<file path="config.mk">
export PLATFORM = sky130hd
export DESIGN_NAME = mem32_port_arbiter
export DESIGN_NICKNAME = d
export VERILOG_FILES = /design/src/rtl/mem32_port_arbiter.sv
export SDC_FILE = /design/constraint.sdc
export NUM_CORES = 1
export LEC_CHECK = 0
export CORE_ASPECT_RATIO = 2
export CORE_MARGIN = 3
export CORE_UTILIZATION = 30
export CTS_CLUSTER_DIAMETER = 30
export DETAILED_ROUTE_END_ITERATION = 8
export PLACE_DENSITY = 0.67
export SLEW_MARGIN = 20
export SYNTH_ARGS = -nofsm -noshare
export SYNTH_HDL_FRONTEND = slang
export SYNTH_SLANG_ARGS = --single-unit
</file>
<file path="constraint.sdc">
create_clock -name Clk -period 6.8 [get_ports Clk]
set_input_delay 1.36 -clock Clk [delete_from_list [all_inputs] [get_ports Clk]]
set_output_delay 1.36 -clock Clk [all_outputs]
set_load 0.005 [all_outputs]
</file>
<file path="src/rtl/mem32_port_arbiter.sv">
// mem32_port_arbiter
// Shares the single port of the 2048x32 program/data SRAM between the CPU
// fetch path (reads only) and the debug unit (read, single write, pair write).
// Grants are combinational in the access cycle. Read data returns one cycle
// after the grant.
//
// Optional feature: define MEM32_CLEAR_EN to zero the whole SRAM after every
// reset. The clear uses 1024 pair writes, and busy is high while it runs.
// Without the macro the clear logic is absent and busy is tied low.
module mem32_port_arbiter #(
  parameter int STARVE_LIMIT = 8
) (
  input  logic        Clk,
  input  logic        Rst,
  input  logic        cpu_req,
  input  logic [10:0] cpu_addr,
  output logic        cpu_gnt,
  output logic        cpu_rvalid,
  output logic [31:0] cpu_rdata,
  input  logic        dbg_lock,
  input  logic        dbg_req,
  input  logic        dbg_we,
  input  logic        dbg_pair,
  input  logic [10:0] dbg_addr,
  input  logic [31:0] dbg_wdata1,
  input  logic [31:0] dbg_wdata2,
  output logic        dbg_gnt,
  output logic        dbg_rvalid,
  output logic [31:0] dbg_rdata,
  output logic        dbg_err,
  output logic        busy,
  output logic [10:0] mem_addr,
  output logic [10:0] mem_addr2,
  output logic [31:0] mem_din1,
  output logic [31:0] mem_din2,
  output logic        mem_wr_n,
  output logic        mem_hold,
  input  logic [31:0] mem_dout
);

  localparam logic [7:0] LIMIT = 8'(STARVE_LIMIT);

  logic [7:0]  starve_reg;
  logic [10:0] addr_reg;
  logic        cpu_rvalid_reg;
  logic        dbg_rvalid_reg;
  logic [31:0] cpu_rdata_reg;
  logic [31:0] dbg_rdata_reg;

  logic        clearing;
  logic [10:0] clr_addr;
  logic        clear_wr;
  logic        starved;
  logic        dbg_win;
  logic        cpu_win;
  logic        pair_bad;
  logic        dbg_wr_ok;

`ifdef MEM32_CLEAR_EN
  typedef enum logic {
    ST_CLEAR,
    ST_IDLE
  } state_t;

  state_t      state_reg;
  logic [9:0]  clr_idx_reg;
  logic        busy_reg;

  // Clear sequencer: one zero pair write per cycle over the even addresses, then idle
  always_ff @(posedge Clk) begin
    if (Rst) begin
      state_reg   <= ST_CLEAR;
      clr_idx_reg <= 10'd0;
      busy_reg    <= 1'b1;
    end else begin
      case (state_reg)
        ST_CLEAR: begin
          clr_idx_reg <= clr_idx_reg + 10'd1;
          if (clr_idx_reg == 10'd1023) begin
            state_reg <= ST_IDLE;
            busy_reg  <= 1'b0;
          end
        end
        default: begin
          state_reg <= ST_IDLE;
          busy_reg  <= 1'b0;
        end
      endcase
    end
  end

  assign clearing = (state_reg == ST_CLEAR);
  assign clr_addr = {clr_idx_reg, 1'b0};
  assign busy     = busy_reg;
`else
  assign clearing = 1'b0;
  assign clr_addr = 11'd0;
  assign busy     = 1'b0;
`endif

  // Arbitration and port drive for the current cycle. Reset masks every
  // grant and strobe, so a write that is in flight is aborted immediately.
  always_comb begin
    clear_wr  = clearing && !Rst;
    starved   = (starve_reg >= LIMIT);
    // Debug wins under lock, when it is the only requester, or while the CPU
    // has not yet waited STARVE_LIMIT cycles.
    dbg_win   = !Rst && !clearing && dbg_req &&
                (dbg_lock || !cpu_req || !starved);
    cpu_win   = !Rst && !clearing && cpu_req && !dbg_lock && !dbg_win;
    // Pairs must start on an even address. This also excludes the 2047->0 wrap.
    pair_bad  = dbg_win && dbg_we && dbg_pair && dbg_addr[0];
    dbg_wr_ok = dbg_win && dbg_we && !pair_bad;

    cpu_gnt   = cpu_win;
    dbg_gnt   = dbg_win;
    dbg_err   = pair_bad;

    if (clear_wr) begin
      mem_addr = clr_addr;
    end else if (dbg_win) begin
      mem_addr = dbg_addr;
    end else if (cpu_win) begin
      mem_addr = cpu_addr;
    end else begin
      mem_addr = addr_reg;
    end
    mem_addr2 = mem_addr + 11'd1;

    mem_wr_n  = !(dbg_wr_ok || clear_wr);
    mem_hold  = !(dbg_win || cpu_win || clear_wr);

    if (clear_wr) begin
      mem_din1 = 32'd0;
      mem_din2 = 32'd0;
    end else begin
      mem_din1 = dbg_wdata1;
      mem_din2 = (dbg_we && dbg_pair) ? dbg_wdata2 : dbg_wdata1;
    end
  end

  // Starve counter: counts cycles a pending CPU request loses, and saturates at the limit
  always_ff @(posedge Clk) begin
    if (Rst || clearing || dbg_lock || !cpu_req || cpu_win) begin
      starve_reg <= 8'd0;
    end else if (!starved) begin
      starve_reg <= starve_reg + 8'd1;
    end
  end

  // Remember the last address presented, so mem_addr holds steady in idle cycles
  always_ff @(posedge Clk) begin
    if (Rst) begin
      addr_reg <= 11'd0;
    end else if (!mem_hold) begin
      addr_reg <= mem_addr;
    end
  end

  // Read return: rvalid one cycle after a read grant; rdata holds the last returned word
  always_ff @(posedge Clk) begin
    if (Rst) begin
      cpu_rvalid_reg <= 1'b0;
      dbg_rvalid_reg <= 1'b0;
      cpu_rdata_reg  <= 32'd0;
      dbg_rdata_reg  <= 32'd0;
    end else begin
      cpu_rvalid_reg <= cpu_win;
      dbg_rvalid_reg <= dbg_win && !dbg_we;
      if (cpu_rvalid_reg) begin
        cpu_rdata_reg <= mem_dout;
      end
      if (dbg_rvalid_reg) begin
        dbg_rdata_reg <= mem_dout;
      end
    end
  end

  assign cpu_rvalid = cpu_rvalid_reg;
  assign dbg_rvalid = dbg_rvalid_reg;
  assign cpu_rdata  = cpu_rvalid_reg ? mem_dout : cpu_rdata_reg;
  assign dbg_rdata  = dbg_rvalid_reg ? mem_dout : dbg_rdata_reg;

endmodule

</file>
==> results.md <==
- Status: complete, no violations
- Max Cap Violations: 0
- Slew at the pin closest to its max-slew limit: 0.916 ns
- Cell depth of the worst setup path: 11
- Met2 Wirelength: 7650 um
- Post-DRT Antenna Nets: 0
- Clock sinks: 85
- Placeable Area: 0.0139 sq mm
- DR WL/cell: 19.2 um
- Inserted Clock Buffers: 9
- #FFs+latches synth: 85
- Reg2reg path depth: 5
- Area grow syn2layout: 70.5%
- Asr flop ratio synth: 0%
- Setup TNS: 0 ns
- Most frequent cells in the layout: clkdlybuf4s50_1, mux2_2, dfxtp_1
- Slowest CP cell: a222oi_1
- Cts repair resizes: 0
- Clock Latency Late Sink: 0.33 ns
- Final Max Tran Viols: 0
- Hold Path Cell Cnt: 2
- Number of flops mapped to enable cells by yosys: 0
- DR vias: 3,892
- Clk slew on worst S/H paths: 0.06 ns
- Setup crit end kind: output port
- CTS Hold Bufs: 0
- Mapped Cells: 408
- Drt initial violations: 136
- Commonest non-fill, non-tap cell in the layout: clkdlybuf4s50_1
- Final Critical Period: 5.87 ns
- Required @ worst endpoint: 5.44 ns
- Clock Path Buffers: 2
- Final Hold Fails: 0
- Post-Route M1 WL: 6320 um
- Worst rel slew slack: 38.9%
- Setup CP Type: input pin to output port
- Clock tree from TritonCTS: built
- CTS Root Buffer Type: clkbuf_16
- Die area: 0.0157 sq mm
- Final nets: 779
- Final clock skew: 0.00570 ns
- Register area share after synthesis: 40.0%
- H-Tree Level Count: 3
- PortBufs: 281
- Yosys cell types: 42
- DR pass1 iterations: 4
- Post-route cell area: 0.00726 sq mm
- Number of I/O pins: 283
- Vias in the first global route: 4,205
- Total grt overflow: 0
- DP Wirelength: 13,200 um
- Share of cells above drive strength 1: 19.5%
- Critical Path Start Type: input pin
- Final Wtd Congestion: 0.893
- Lkg Pwr: 2.82 nW
- Worst hold margin: 0.504 ns
- Die X: 90.2 um
- Critical Path Fanout Max: 37
- RSZ-0062 raised after global routing: false
- Met3 wire length: 1830 um
- Drt drc: 0
- DP Area: 0.00699 sq mm
- Maximum clock rate: 0.170 GHz
- Row cnt: 61
- # fillers: 1,334
- Die Ht: 174 um
- Vias per inst: 4.61
- Mapped cell area: 0.00426 sq mm
- Crit path largest cell delay: 0.54 ns
- Max IR drop VDD: 0.0940 mV
- Crit path max-delay family: buffers and inverters
- GRT Total Usage: 20.3%
- First-pass GRT wire length: 24,200 um
- Initial antenna violation count: 1
- Post-synth top flop: dfxtp_1
- Starting Density: 30.6%
- Syn Area/Cell: 10.4 sq um
- Pwr per Cell Area: 180 mW/mm^2
- Largest net degree at the start of global routing: 46
- WL final: 16,200 um
- Final setup fails: 0
- Total number of yosys warnings: 0
- Top sig layer: met4
- Worst min-delay path category: flop to flop
- Worst Path Buf+Inv: 4
- Crit share post-route: 86.3%
- Arrival time of the worst setup path: 4.51 ns
- Setup bufs post-CTS: 0
- Crit path cell chain: buf_2 -> nor2b_1 -> a22oi_4 -> inv_2 -> a222oi_1 -> inv_1 -> ha_1 -> nand2_1 -> nor4b_2 -> xnor2_1 -> clkdlybuf4s50_1
[synth_stat cells (2+ instances only)]
master / n / area (sq um)
xnor2_1: 9 / 78.8
a221oi_1: 4 / 35.0
a211o_1: 3 / 26.3
nand3_1: 5 / 25.0
ha_1: 3 / 37.5
clkbuf_1: 10 / 37.5
o221ai_1: 3 / 26.3
mux2_2: 96 / 1080
buf_1: 9 / 33.8
o22ai_1: 2 / 12.5
inv_1: 13 / 48.8
a21oi_1: 4 / 20.0
buf_6: 2 / 22.5
nor2b_1: 68 / 425
and4_1: 2 / 17.5
nand2_1: 6 / 22.5
nor4b_2: 3 / 45.0
buf_4: 34 / 255
nor3_1: 10 / 50.1
inv_2: 2 / 7.51
dfxtp_1: 85 / 1700
nor2_1: 15 / 56.3
[metal layers]
metal,up-vias,GRT usage (%)
met2,248,33.6
met4,0,7.99
met1,1787,23.0
li1,1835,-
met5,-,0
met3,22,8.75
[cell families (layout without fill, tap and decap cells)]
family                   Yosys count  after routing  synth area share (%)
AND/OR/NAND/NOR                  116            116                  16.8
multiplexers                      96             96                  25.4
flip-flops                        85             85                  40.0
buffers and inverters             71            314                  9.64
AO/OA/AOI/OAI                     26             26                  5.20
XOR/XNOR                          10             10                  2.06
adder cells (fa/ha/maj)            3              3                 0.882
other                              1              6                0.0881
[final timing paths]
check / endpoint / start / slack (ns)
max: mem_addr2[10] / Rst / 0.93
min: addr_reg[0] / addr_reg[0] / 0.50
min reg2reg: addr_reg[0] / addr_reg[0] / 0.50
max reg2reg: addr_reg[10] / starve_reg[5] / 4.72
[through the flow]
step / power (mW) / instances / utilization (%) / setup WS, ns
finish: 1.31 / 845 / 52.3 / 0.930
global route: 1.37 / 845 / 52.3 / 0.564
CTS: 1.33 / 844 / 52.2 / 0.930
detailed placement: 0.877 / 829 / 50.3 / 0.963
global placement: 0.875 / 829 / 50.3 / 1.07
floorplan: 0.657 / 412 / - / 2.16
[area by class of cell]
cell class | count | area (sq um) | area share [%]
Clock buffer | 11 | 243 | 3.34
Timing Repair Buffer | 284 | 2830 | 39.0
Sequential cell | 85 | 1700 | 23.5
Tap cell | 189 | 236 | 3.26
Clock inverter | 4 | 25.0 | 0.345
Antenna cell | 1 | 2.50 | 0.0345
Inverter | 15 | 56.3 | 0.776
Multi-Input combinational cell | 256 | 2160 | 29.8
[power breakdown]
group / switching [mW] / total [mW] / internal (mW)
combinational: 0.120 / 0.336 / 0.216
clock: 0.191 / 0.445 / 0.254
sequential: 0.0117 / 0.527 / 0.516
[worst register-to-register path: cells and delay by family, from the launching register on]
kind             cells  cell delay (ns)
AO/OA/AOI/OAI        3             0.84
AND/OR/NAND/NOR      2             0.79
flip-flops           1             0.30
No activity file was read; power rests on OpenSTA's default activity.
